==> src/rtl/flag_ctrl.sv <==
// Status flag register write sequencer: arbitrates pop-restore, software loads and
// ALU updates, keeps an interrupt save stack, and evaluates branch conditions.
module flag_ctrl #(
   parameter int DEPTH = 4,
   parameter int PTR_W = 2
) (
   input  logic             clk,
   input  logic             s_reset,
   input  logic             alu_upd,
   input  logic [3:0]       alu_flags,
   input  logic             sw_wr,
   input  logic [3:0]       sw_flags,
   input  logic             push,
   input  logic             pop,
   input  logic [3:0]       fr_q,
   output logic             fr_ce,
   output logic [3:0]       fr_d,
   input  logic             cond_req,
   input  logic [3:0]       cond_sel,
   output logic             cond_ack,
   output logic             cond_true,
   output logic [PTR_W:0]   stk_cnt,
   output logic             ovf_err,
   output logic             unf_err,
   input  logic             err_clr
);

   logic [3:0]     stk_q [DEPTH];
   logic [3:0]     stk_d [DEPTH];
   logic [PTR_W:0] stk_cnt_q, stk_cnt_d;
   logic           fr_ce_q, fr_ce_d;
   logic [3:0]     fr_d_q, fr_d_d;
   logic           cond_ack_q, cond_ack_d;
   logic           cond_true_q, cond_true_d;
   logic           ovf_err_q, ovf_err_d;
   logic           unf_err_q, unf_err_d;

   logic           full, empty, push_ok, pop_ok, ovf_set, unf_set;
   logic [PTR_W:0] cnt_m1;
   logic           f_z, f_s, f_c, f_v, eval;

   always_comb begin
      full    = (stk_cnt_q == (PTR_W+1)'(DEPTH));
      empty   = (stk_cnt_q == '0);
      cnt_m1  = stk_cnt_q - 1'b1;
      // push and pop together cancel each other out entirely, errors included
      push_ok = push & ~pop & ~full;
      pop_ok  = pop & ~push & ~empty;
      ovf_set = push & ~pop & full;
      unf_set = pop & ~push & empty;

      stk_d = stk_q;
      if (push_ok) stk_d[stk_cnt_q[PTR_W-1:0]] = fr_q;

      stk_cnt_d = stk_cnt_q;
      if (push_ok)     stk_cnt_d = stk_cnt_q + 1'b1;
      else if (pop_ok) stk_cnt_d = cnt_m1;

      fr_ce_d = pop_ok | sw_wr | alu_upd;
      fr_d_d  = fr_d_q;
      if (pop_ok)       fr_d_d = stk_q[cnt_m1[PTR_W-1:0]];
      else if (sw_wr)   fr_d_d = sw_flags;
      else if (alu_upd) fr_d_d = alu_flags;

      ovf_err_d = ovf_set | (ovf_err_q & ~err_clr);
      unf_err_d = unf_set | (unf_err_q & ~err_clr);
   end

   always_comb begin
      {f_z, f_s, f_c, f_v} = fr_q;
      case (cond_sel)
         4'd0:    eval = 1'b1;
         4'd1:    eval = f_z;
         4'd2:    eval = ~f_z;
         4'd3:    eval = f_c;
         4'd4:    eval = ~f_c;
         4'd5:    eval = f_s;
         4'd6:    eval = ~f_s;
         4'd7:    eval = f_v;
         4'd8:    eval = ~f_v;
         4'd9:    eval = f_c & ~f_z;
         4'd10:   eval = ~f_c | f_z;
         4'd11:   eval = (f_s == f_v);
         4'd12:   eval = (f_s != f_v);
         4'd13:   eval = ~f_z & (f_s == f_v);
         4'd14:   eval = f_z | (f_s != f_v);
         default: eval = 1'b0;
      endcase
      cond_ack_d  = cond_req;
      cond_true_d = cond_req & eval;
   end

   always_ff @(posedge clk) begin
      if (s_reset) begin
         stk_cnt_q   <= '0;
         fr_ce_q     <= 1'b0;
         fr_d_q      <= 4'b0;
         cond_ack_q  <= 1'b0;
         cond_true_q <= 1'b0;
         ovf_err_q   <= 1'b0;
         unf_err_q   <= 1'b0;
      end else begin
         stk_cnt_q   <= stk_cnt_d;
         fr_ce_q     <= fr_ce_d;
         fr_d_q      <= fr_d_d;
         cond_ack_q  <= cond_ack_d;
         cond_true_q <= cond_true_d;
         ovf_err_q   <= ovf_err_d;
         unf_err_q   <= unf_err_d;
      end
   end

   // stack contents are don't-care after reset, so no reset term here
   always_ff @(posedge clk) begin
      stk_q <= stk_d;
   end

   assign fr_ce     = fr_ce_q;
   assign fr_d      = fr_d_q;
   assign cond_ack  = cond_ack_q;
   assign cond_true = cond_true_q;
   assign stk_cnt   = stk_cnt_q;
   assign ovf_err   = ovf_err_q;
   assign unf_err   = unf_err_q;

endmodule

==> config.mk <==
export PLATFORM = sky130hd
export DESIGN_NAME = flag_ctrl
export DESIGN_NICKNAME = d
export VERILOG_FILES = /design/src/rtl/flag_ctrl.sv
export SDC_FILE = /design/constraint.sdc
export NUM_CORES = 1
export LEC_CHECK = 0
export CORE_UTILIZATION = 35
export DETAILED_ROUTE_END_ITERATION = 8
export PLACE_DENSITY = 0.69
export SYNTH_ARGS = -nofsm -noshare
export SYNTH_HDL_FRONTEND = slang
export SYNTH_SLANG_ARGS = --single-unit
==> constraint.sdc <==
create_clock -name clk -period 2.65 [get_ports clk]
set_clock_uncertainty 0.05 [all_clocks]
set_input_delay 0.265 -clock clk [delete_from_list [all_inputs] [get_ports clk]]
set_output_delay 0.265 -clock clk [all_outputs]
set_load 0.02 [all_outputs]
# Word level (Yosys, flattened, before mapping)
# Cells that the tools add are included.
# W data, S select, Z words.
# word_totals
output_inout_bits	12
wordCells	78
inputBits	24
regBits	28
# classes
bitwise	28
muxes	12
n_lt_le_gt_ge	3
n_addsub	2
n_reduce_logical	5
eq_ne	17
# op_table
cell	count
$eq A4 B4 Y1 const B	7
$mux W4	6
$bwmux W16	1
$eq A4 B3 Y1 const B	4
$pmux W1 S15	1
$and A1 B1 Y1	11
$not A1 Y1	9
$bmux W4 S2	1
$demux W4 S2	1
$eq A4 B2 Y1 const B	2
$ge A3 B3 Y1 const B	2
$mux W3	2
$not A2 Y3	2
$or A1 B1 Y1	6
$eq A4 B1 Y1 const B	1
$logic_not A4 Y1	1
$add A3 B1 Y3 const B	1
$eq A3 B3 Y1 const B	1
$logic_not A3 Y1	1
$lt A3 B1 Y1 const B	1
$reduce_bool A3 Y1	1
$sub A3 B1 Y3 const B	1
$reduce_bool A2 Y1	1
$eq A1 B1 Y1	1
other kinds (2)	2

# Depth between registers and ports, before layout
# Gate-level depths: netlist of run 1.
# logic_depth
ltp_word	6
depth_mapped	9
ltp_nobuf	7

# Worst setup path after synthesis of run 1
# No wires, ideal clock.
# synth_path
kind	register -> register
from	register stk_cnt_q[0], in the netlist stk_cnt[0]
to	register fr_d_q[2], in the netlist fr_d[2]
n_path_buf	2
required_ns	2.472
path_slack_ns	0.316
setup_time_ns	0.128
arrival_ns	2.156
path_stages_with_launch	10
synth_period_minus_slack_ns	2.334
path_cell_list	dfxtp_1 -> clkbuf_1 -> inv_1 -> ha_1 -> ha_1 -> nor3b_2 -> clkbuf_1 -> a21oi_1 -> a21oi_1 -> o21ai_1
# synth_between
elab_chain_len	6
word_cells_on_any_way	10
cone_classes	add/sub (1); mux (4); bitwise (3); reduce/logical (2)
# synth_lines
item	line_no	source
start, declared	30	logic [PTR_W:0] stk_cnt_q, stk_cnt_d;
start signal, assigned	103	stk_cnt_q <= stk_cnt_d;
$sub A3 B1 Y3	45	cnt_m1 = stk_cnt_q - 1'b1;
net cnt_m1[0]	39	logic [PTR_W:0] cnt_m1;
$not A2 Y3 (implied by the code)	61	if (pop_ok) fr_d_d = stk_q[cnt_m1[PTR_W-1:0]];
$bmux W4 S2	61	
$mux W4 (implied by the code) (2 in series)	61	
$mux W4	61	
end signal, assigned	105	fr_d_q <= fr_d_d;
end, declared	32	logic [3:0] fr_d_q, fr_d_d;
# The timed path passes the listed nets, and every way through them passes these cells. The select of a mux whose other input is x is not followed.
# A chain may end at the register's enable or synchronous reset.

# Final worst setup path of run 1
# layout_path
from	register stk_cnt_q[1], in the netlist stk_cnt[1]
to	register stk_cnt_q[2], in the netlist stk_cnt[2]
# layout_between
elab_chain_len	4
word_cells_on_any_way	11
cone_classes	add/sub (2); eq/ne (1); mux (2); bitwise (4); reduce/logical (2)
# layout_lines
item
branches (longest 4 deep; another with $sub A3 B1 Y3)
# Several ways; the timed one is not identified. The select of a mux whose other input is x is not followed.

==> qor.yml, run 1 <==
status:
  outcome: "completed"
power:
  vdd_ir_drop_max_mv: 0.1690
  power_density_nw_per_um2: 511.5
  total_leakage_power_nw: 0.6408
drt:
  vias_per_cell: 5.168
  postRouteWirelength_um: 2820
  route.detailed.drc: 0
  detail_route.first_pass.iterations: 4
  wire_per_inst_um: 13.56
  ant_nets: 0
  routed_vias: 1075
  drt_first_iter_violations: 42
logic_synthesis:
  yosysSeqAreaShare: 0.5111
  synth_top_area_cell: "edfxtp_1"
  synth.cell_area_um2: 1410
  mappedNetlistNets: 156
  post_synth.cell_area_avg_um2: 11.19
  leading_cell_types_by_total_area_after_synthesis: "edfxtp_1, dfxtp_1, mux4_2, ha_1, a21oi_1"
  yosysTopAreaCellShare: 0.3407
  post_synth_inst_count: 126
  synth_cell_types: 35
  ys_seq_elements: 28
  yosys_warnings: 0
worst_setup_path:
  critical_path_arrival_ps: 2210
  critical_path_class: "flop to flop"
  critical_path.max_fanout: 8
  startpoint_class: "flop"
  timing.critical_path.required_ps: 2760
  end_kind: "flop"
floorplan:
  placementRows: 22
  die_x_um: 65.48
  start_util: 0.3739
  top_level_ports: 36
  core_region_area_um2: 3771
  fp.dieArea_um2: 4287
  die_h_um: 65.48
grt:
  global_route.overflow_total: 0
  grt_first_pass_wirelength_um: 4767
  number_of_global_route_vias_before_repair: 1058
  grt_start_max_net_pins: 17
  grt_antenna_before_repair: 0
  grt_usage: 0.1452
sta:
  slew_violations: 0
  rsz_0062_raised_after_global_routing: "false"
  maxClockFrequency_ghz: 0.4772
  relSlewSlack: 0.5952
  timing.final.setup_violations: 0
  worst_slew_pin_slew_ps: 601.6
  tns_ps: 0
  report.final.hold_viol_count: 0
  finalWorstPathRequiredPeriod_ps: 2095
  min_period_over_period: 0.7908
clock_network:
  clkSinkCount: 28
  ctsLongestPathBuffers: 2
  post_cts_hold_buffer_count: 0
  clkSlewWorstSetupHoldPaths_ps: 90
  cts_made_buffers: 3
  ctsResizeCount: 0
  clock-root-buffer: "clkbuf_8"
  post-cts-setup-buffer-count: 0
  clock_insertion_delay_worst_skew_ps: 270
  cts_tree: "built"
  cts-htree-levels: 1
place:
  placedCellCount: 204
  portBuffers: 35
  dp_hpwl_um: 2199
  routability_congestion: 0.8190
layout:
  final_common_cell: "clkdlybuf4s50_1"
  fill_cells: 335
  diodes: 0
  drive_above_1_share: 0.06875
  top_library_cells_by_usage_in_the_layout_fill_and_taps_aside: "clkdlybuf4s50_1, edfxtp_1, nand2_1, a21oi_1, dfxtp_1"
  final-instance-count-excl-fill: 208
  synthToLayoutAreaGrowth_pct: 30.97
  num-nets-final: 191
job:
  maxCapViolCount: 0
min_path:
  tightest_hold_check_type: "flop to flop"
-- worst max-delay path, stage by stage (launching register included) --
cell and delay [ps]:
dfxtp_1 400, inv_1 100, ha_1 220, ha_1 220
nor3b_2 390, and2_1 360, a21oi_1 120, o311a_1 130
-- final timing paths --
path | cells after the start | slack (ps) | end | from
worst min-delay path | 2 | 410 | fr_d[0] | fr_d[0]
worst min register to register | 2 | 410 | fr_d[0] | fr_d[0]
worst max-delay path | 7 | 550 | stk_cnt[2] | stk_cnt[1]
worst max register to register | 7 | 550 | stk_cnt[2] | stk_cnt[1]
-- final cells by class --
| class | count | area (µm²) | share of cell area |
|---|---|---|---|
| Clock inverter | 1 | 3.754 | 0.002033 |
| Sequential cell | 28 | 720.7 | 0.3902 |
| Multi-Input combinational cell | 87 | 640.6 | 0.3469 |
| Inverter | 4 | 15.01 | 0.008130 |
| Timing Repair Buffer | 37 | 365.4 | 0.1978 |
| Clock buffer | 3 | 41.29 | 0.02236 |
| Tap cell | 48 | 60.06 | 0.03252 |
-- layer usage --
layer	track usage	share of wire	up-vias
met5	0	0	-
met4	0.06793	0.017	0
met3	0.01215	0.049	4
met2	0.2590	0.49	43
met1	0.1751	0.45	494
li1	-	-	534
-- sequential cells by signal, summed over array words and instances (netlist names) --
name	flops
cond_ack	1
cond_true	1
fr_ce	1
fr_d	4
ovf_err	1
stk_cnt	3
stk_q	16
unf_err	1
-- stage by stage --
step / power [W] / hold WS [ps] / cell area [µm²] / worst slack, ps / util
6_report: 0.0009446 / 406.1 / 1847 / 554.5 / 0.4897
5_1_grt: 0.0009940 / 437.2 / 1847 / 358.6 / 0.4897
2_1_floorplan: 0.0006283 / 295.1 / 1410 / 316.2 / -
3_3_place_gp: 0.0007200 / 389.6 / 1802 / 595.4 / 0.4778
4_1_cts: 0.0009542 / 413.2 / 1847 / 533.9 / 0.4897
3_5_place_dp: 0.0007256 / 400.2 / 1802 / 546.5 / 0.4778
-- report_power, final --
part / leakage, nW / internal (W) / switching [W]
clock: 0.0231 / 0.000104 / 0.000126
sequential: 0.244 / 0.000482 / 0.0000101
combinational: 0.373 / 0.000114 / 0.000108
total: 0.641 / 0.000700 / 0.000244
-- synthesized netlist by cell type, drive strengths merged --
master   number
a211o         1
a21boi        1
o32ai         1
xnor2         1
a2111oi       1
and2          4
nor2b         2
nand2b        2
mux2i         2
nand2        14
o311a         1
or3           1
or4b          1
and4b         1
a31oi         1
nor2          4
nand3b        6
dfxtp        12
and4bb        1
inv           4
a21oi        13
mux4          4
o21ai         8
clkbuf        6
nor4          1
ha            6
edfxtp       16
nor3          3
buf           1
and2b         2
nor3b         2
a221oi        1
a311oi        1
o2111a        1
-- kinds of logic after synthesis --
kind of cell	after synthesis	synth area share
fa+ha+maj	6	0.05324
xor+xnor	1	0.006212
simple gates	44	0.1863
compound gates	30	0.1304
mux	6	0.07809
buf+inv	11	0.03460
flops	28	0.5111
(Power assumes the default switching activity.)
==> inputs of run 2 (changes only) <==
Settings changed: PLACE_DENSITY 0.69 to 0.72.
Clock period 2.65 ns to 1.8 ns, I/O delays scaled along.
==> run 2 against run 1 <==
Against the previous run:
- critical path depth is the same
- count of clock-buffer cells in the layout is the same
- cell count grew 5.3%
- combinational power grew 73%
- total power grew 69%
- global-route usage grew 0.21 points
- flip-flop and latch count is the same
- non-clock buffer count grew 11
- critical path type unchanged
- highest routed layer unchanged
==> qor.yml, run 2 (same netlist as run 1, synthesis figures left out) <==
status:
  outcome: "completed"
worst_setup_path:
  worstReg2RegStart: "stk_cnt[1]"
  timing.critical_path.required_ps: 1910  # -850 ps
  rrSetupSlack_ps: 120  # -430 ps
  end_kind: "flop"
  critical_path_arrival_ps: 1790  # -420 ps
  startpoint_class: "flop"
  reg2regPathDepth: 7  # unchanged
  critical_path_class: "flop to flop"
  worst_r2r_endpoint: "stk_cnt[2]"
  critical_path.max_fanout: 6  # -2
sta:
  maxClockFrequency_ghz: 0.5963  # +25%
  rsz_0062_raised_after_global_routing: "false"
  report.final.hold_viol_count: 0  # unchanged
  finalWorstPathRequiredPeriod_ps: 1677  # -418.5 ps
  worst_slew_pin_slew_ps: 441.4  # -160.2 ps
  timing.final.setup_violations: 0  # unchanged
  min_period_over_period: 0.9317  # +0.1409
  timing.hold.ws_ps: 406.1  # +0.06900 ps
  relSlewSlack: 0.7050  # +0.1098
  slew_violations: 0  # unchanged
floorplan:
  top_level_ports: 36  # unchanged
  die_h_um: 65.48  # unchanged
  placementRows: 22  # unchanged
  fp.dieArea_um2: 4287  # unchanged
  core_region_area_um2: 3771  # unchanged
  die_x_um: 65.48  # unchanged
  start_util: 0.3739  # unchanged
grt:
  global_route.overflow_total: 0  # unchanged
  grt_start_max_net_pins: 17  # unchanged
  grt_first_pass_wirelength_um: 4733  # -0.71%
  number_of_global_route_vias_before_repair: 1122  # +6.0%
  grt_antenna_before_repair: 0  # unchanged
  grt_usage: 0.1473  # +0.002070
layout:
  final_common_cell: "clkdlybuf4s50_1"
  diodes: 0  # unchanged
  num-nets-final: 202  # +5.8%
  largest_register_ffs: 16  # unchanged
  drive_above_1_share: 0.1988  # +0.1301
  largest_register_by_flop_count: "stk_q"
  multi_input_area_um2: 691.9  # +8.0%
  top_library_cells_by_usage_in_the_layout_fill_and_taps_aside: "clkdlybuf4s50_1, edfxtp_1, nand2_1, a21oi_1, buf_4"
  synthToLayoutAreaGrowth_pct: 42.68
  fill_cells: 337  # +0.60%
  sequential_cell_area_um2: 725.7  # +0.69%
  postLayoutCellArea_um2: 2012  # +8.9%
  finalCoreUtilization: 0.5335  # +0.04380
place:
  dp_hpwl_um: 2259  # +2.8%
  portBuffers: 35  # unchanged
  detailed_place.area_um2: 1932  # +7.2%
  routability_congestion: 0.7789  # -4.9%
clock_network:
  post_cts_hold_buffer_count: 0  # unchanged
  clock_insertion_delay_worst_skew_ps: 270  # about the same
  clkSlewWorstSetupHoldPaths_ps: 90  # about the same
  ctsLongestPathBuffers: 2  # unchanged
  clkSinkCount: 28  # unchanged
  cts_tree: "built"
  cts_made_buffers: 3  # unchanged
  cts-htree-levels: 1  # unchanged
  clock-root-buffer: "clkbuf_8"
drt:
  routed_vias: 1108  # +3.1%
  postRouteWirelength_um: 2902  # +2.9%
  wire_per_inst_um: 13.25  # -2.3%
  route.detailed.drc: 0  # unchanged
  ant_nets: 0  # unchanged
  vias_per_cell: 5.059  # -2.1%
  detail_route.first_pass.iterations: 4  # unchanged
  drt_first_iter_violations: 33  # -21%
power:
  power_density_nw_per_um2: 792.0  # +55%
  total_leakage_power_nw: 0.7206  # +12%
  vdd_ir_drop_max_mv: 0.3381  # +100%
min_path:
  tightest_hold_check_type: "flop to flop"
  min_delay_worst_endpoint: "fr_d[3]"
  hp-start: "fr_d[3]"
  worst_hold_path.num_cells: 2  # unchanged
job:
  maxCapViolCount: 0  # unchanged
## run 2: stage by stage
stage	setup TNS, ps	setup slack (ps)	cells	power, W
after CTS	0	8.453	218	0.001605
final	0	123.0	219	0.001593
after floorplan	0	16.64	126	0.0009683
after detailed placement	-144.3	-143.4	214	0.001123
after global routing	0	16.67	219	0.001669
after global placement	0	44.46	214	0.001110
## run 2: worst max-delay path by stage
stage / startpoint / endpoint / slack [ps] / depth (start not counted)
3_3_place_gp: stk_cnt[1] / fr_d[1] / 40 / 8
6_report: stk_cnt[1] / stk_cnt[2] / 120 / 7
5_1_grt: stk_cnt[1] / stk_cnt[2] / 20 / 7
2_1_floorplan: stk_cnt[0] / stk_q[0] / 20 / 6
3_5_place_dp: cond_sel[1] / cond_true / -140 / 5
4_1_cts: stk_cnt[1] / fr_d[1] / 8 / 8
## run 2: power breakdown
group          switching [W]  internal (W)  total, W
logic               0.000172      0.000212  0.000383
registers          0.0000161      0.000711  0.000727
clock network       0.000186      0.000297  0.000483
## run 2: routing by layer
metal  up-vias  track usage  share of wire
met5         -            0              0
met4         0       0.1033          0.034
met3         8      0.01389          0.053
met2        41       0.2693           0.50
met1       500       0.1571           0.42
li1        559            -              -
## run 2: final cells by class
type	count	area share
sequential	28	0.3607
multi-input combinational	87	0.3439
clock buffer	3	0.02052
tap	48	0.02985
clock inverter	1	0.01493
timing repair buffer	48	0.2226
inverter	4	0.007463
## run 2: what timing repair did
action | CTS | global route
cloned | 0 | 0
resized for setup | 0 | 2
setup endpoints to repair | 1 | 6
pin swaps | 1 | 3
endpoints found under the hold margin | 0 | 0
buffers inserted | 0 | 1
## run 2: worst max-delay path: stages (launching register included)
cell and delay [ps]:
dfxtp_2 360, inv_2 60, ha_4 170, ha_2 190, nor3b_4 300, and2_4 250
a21oi_1 80, o311a_1 110
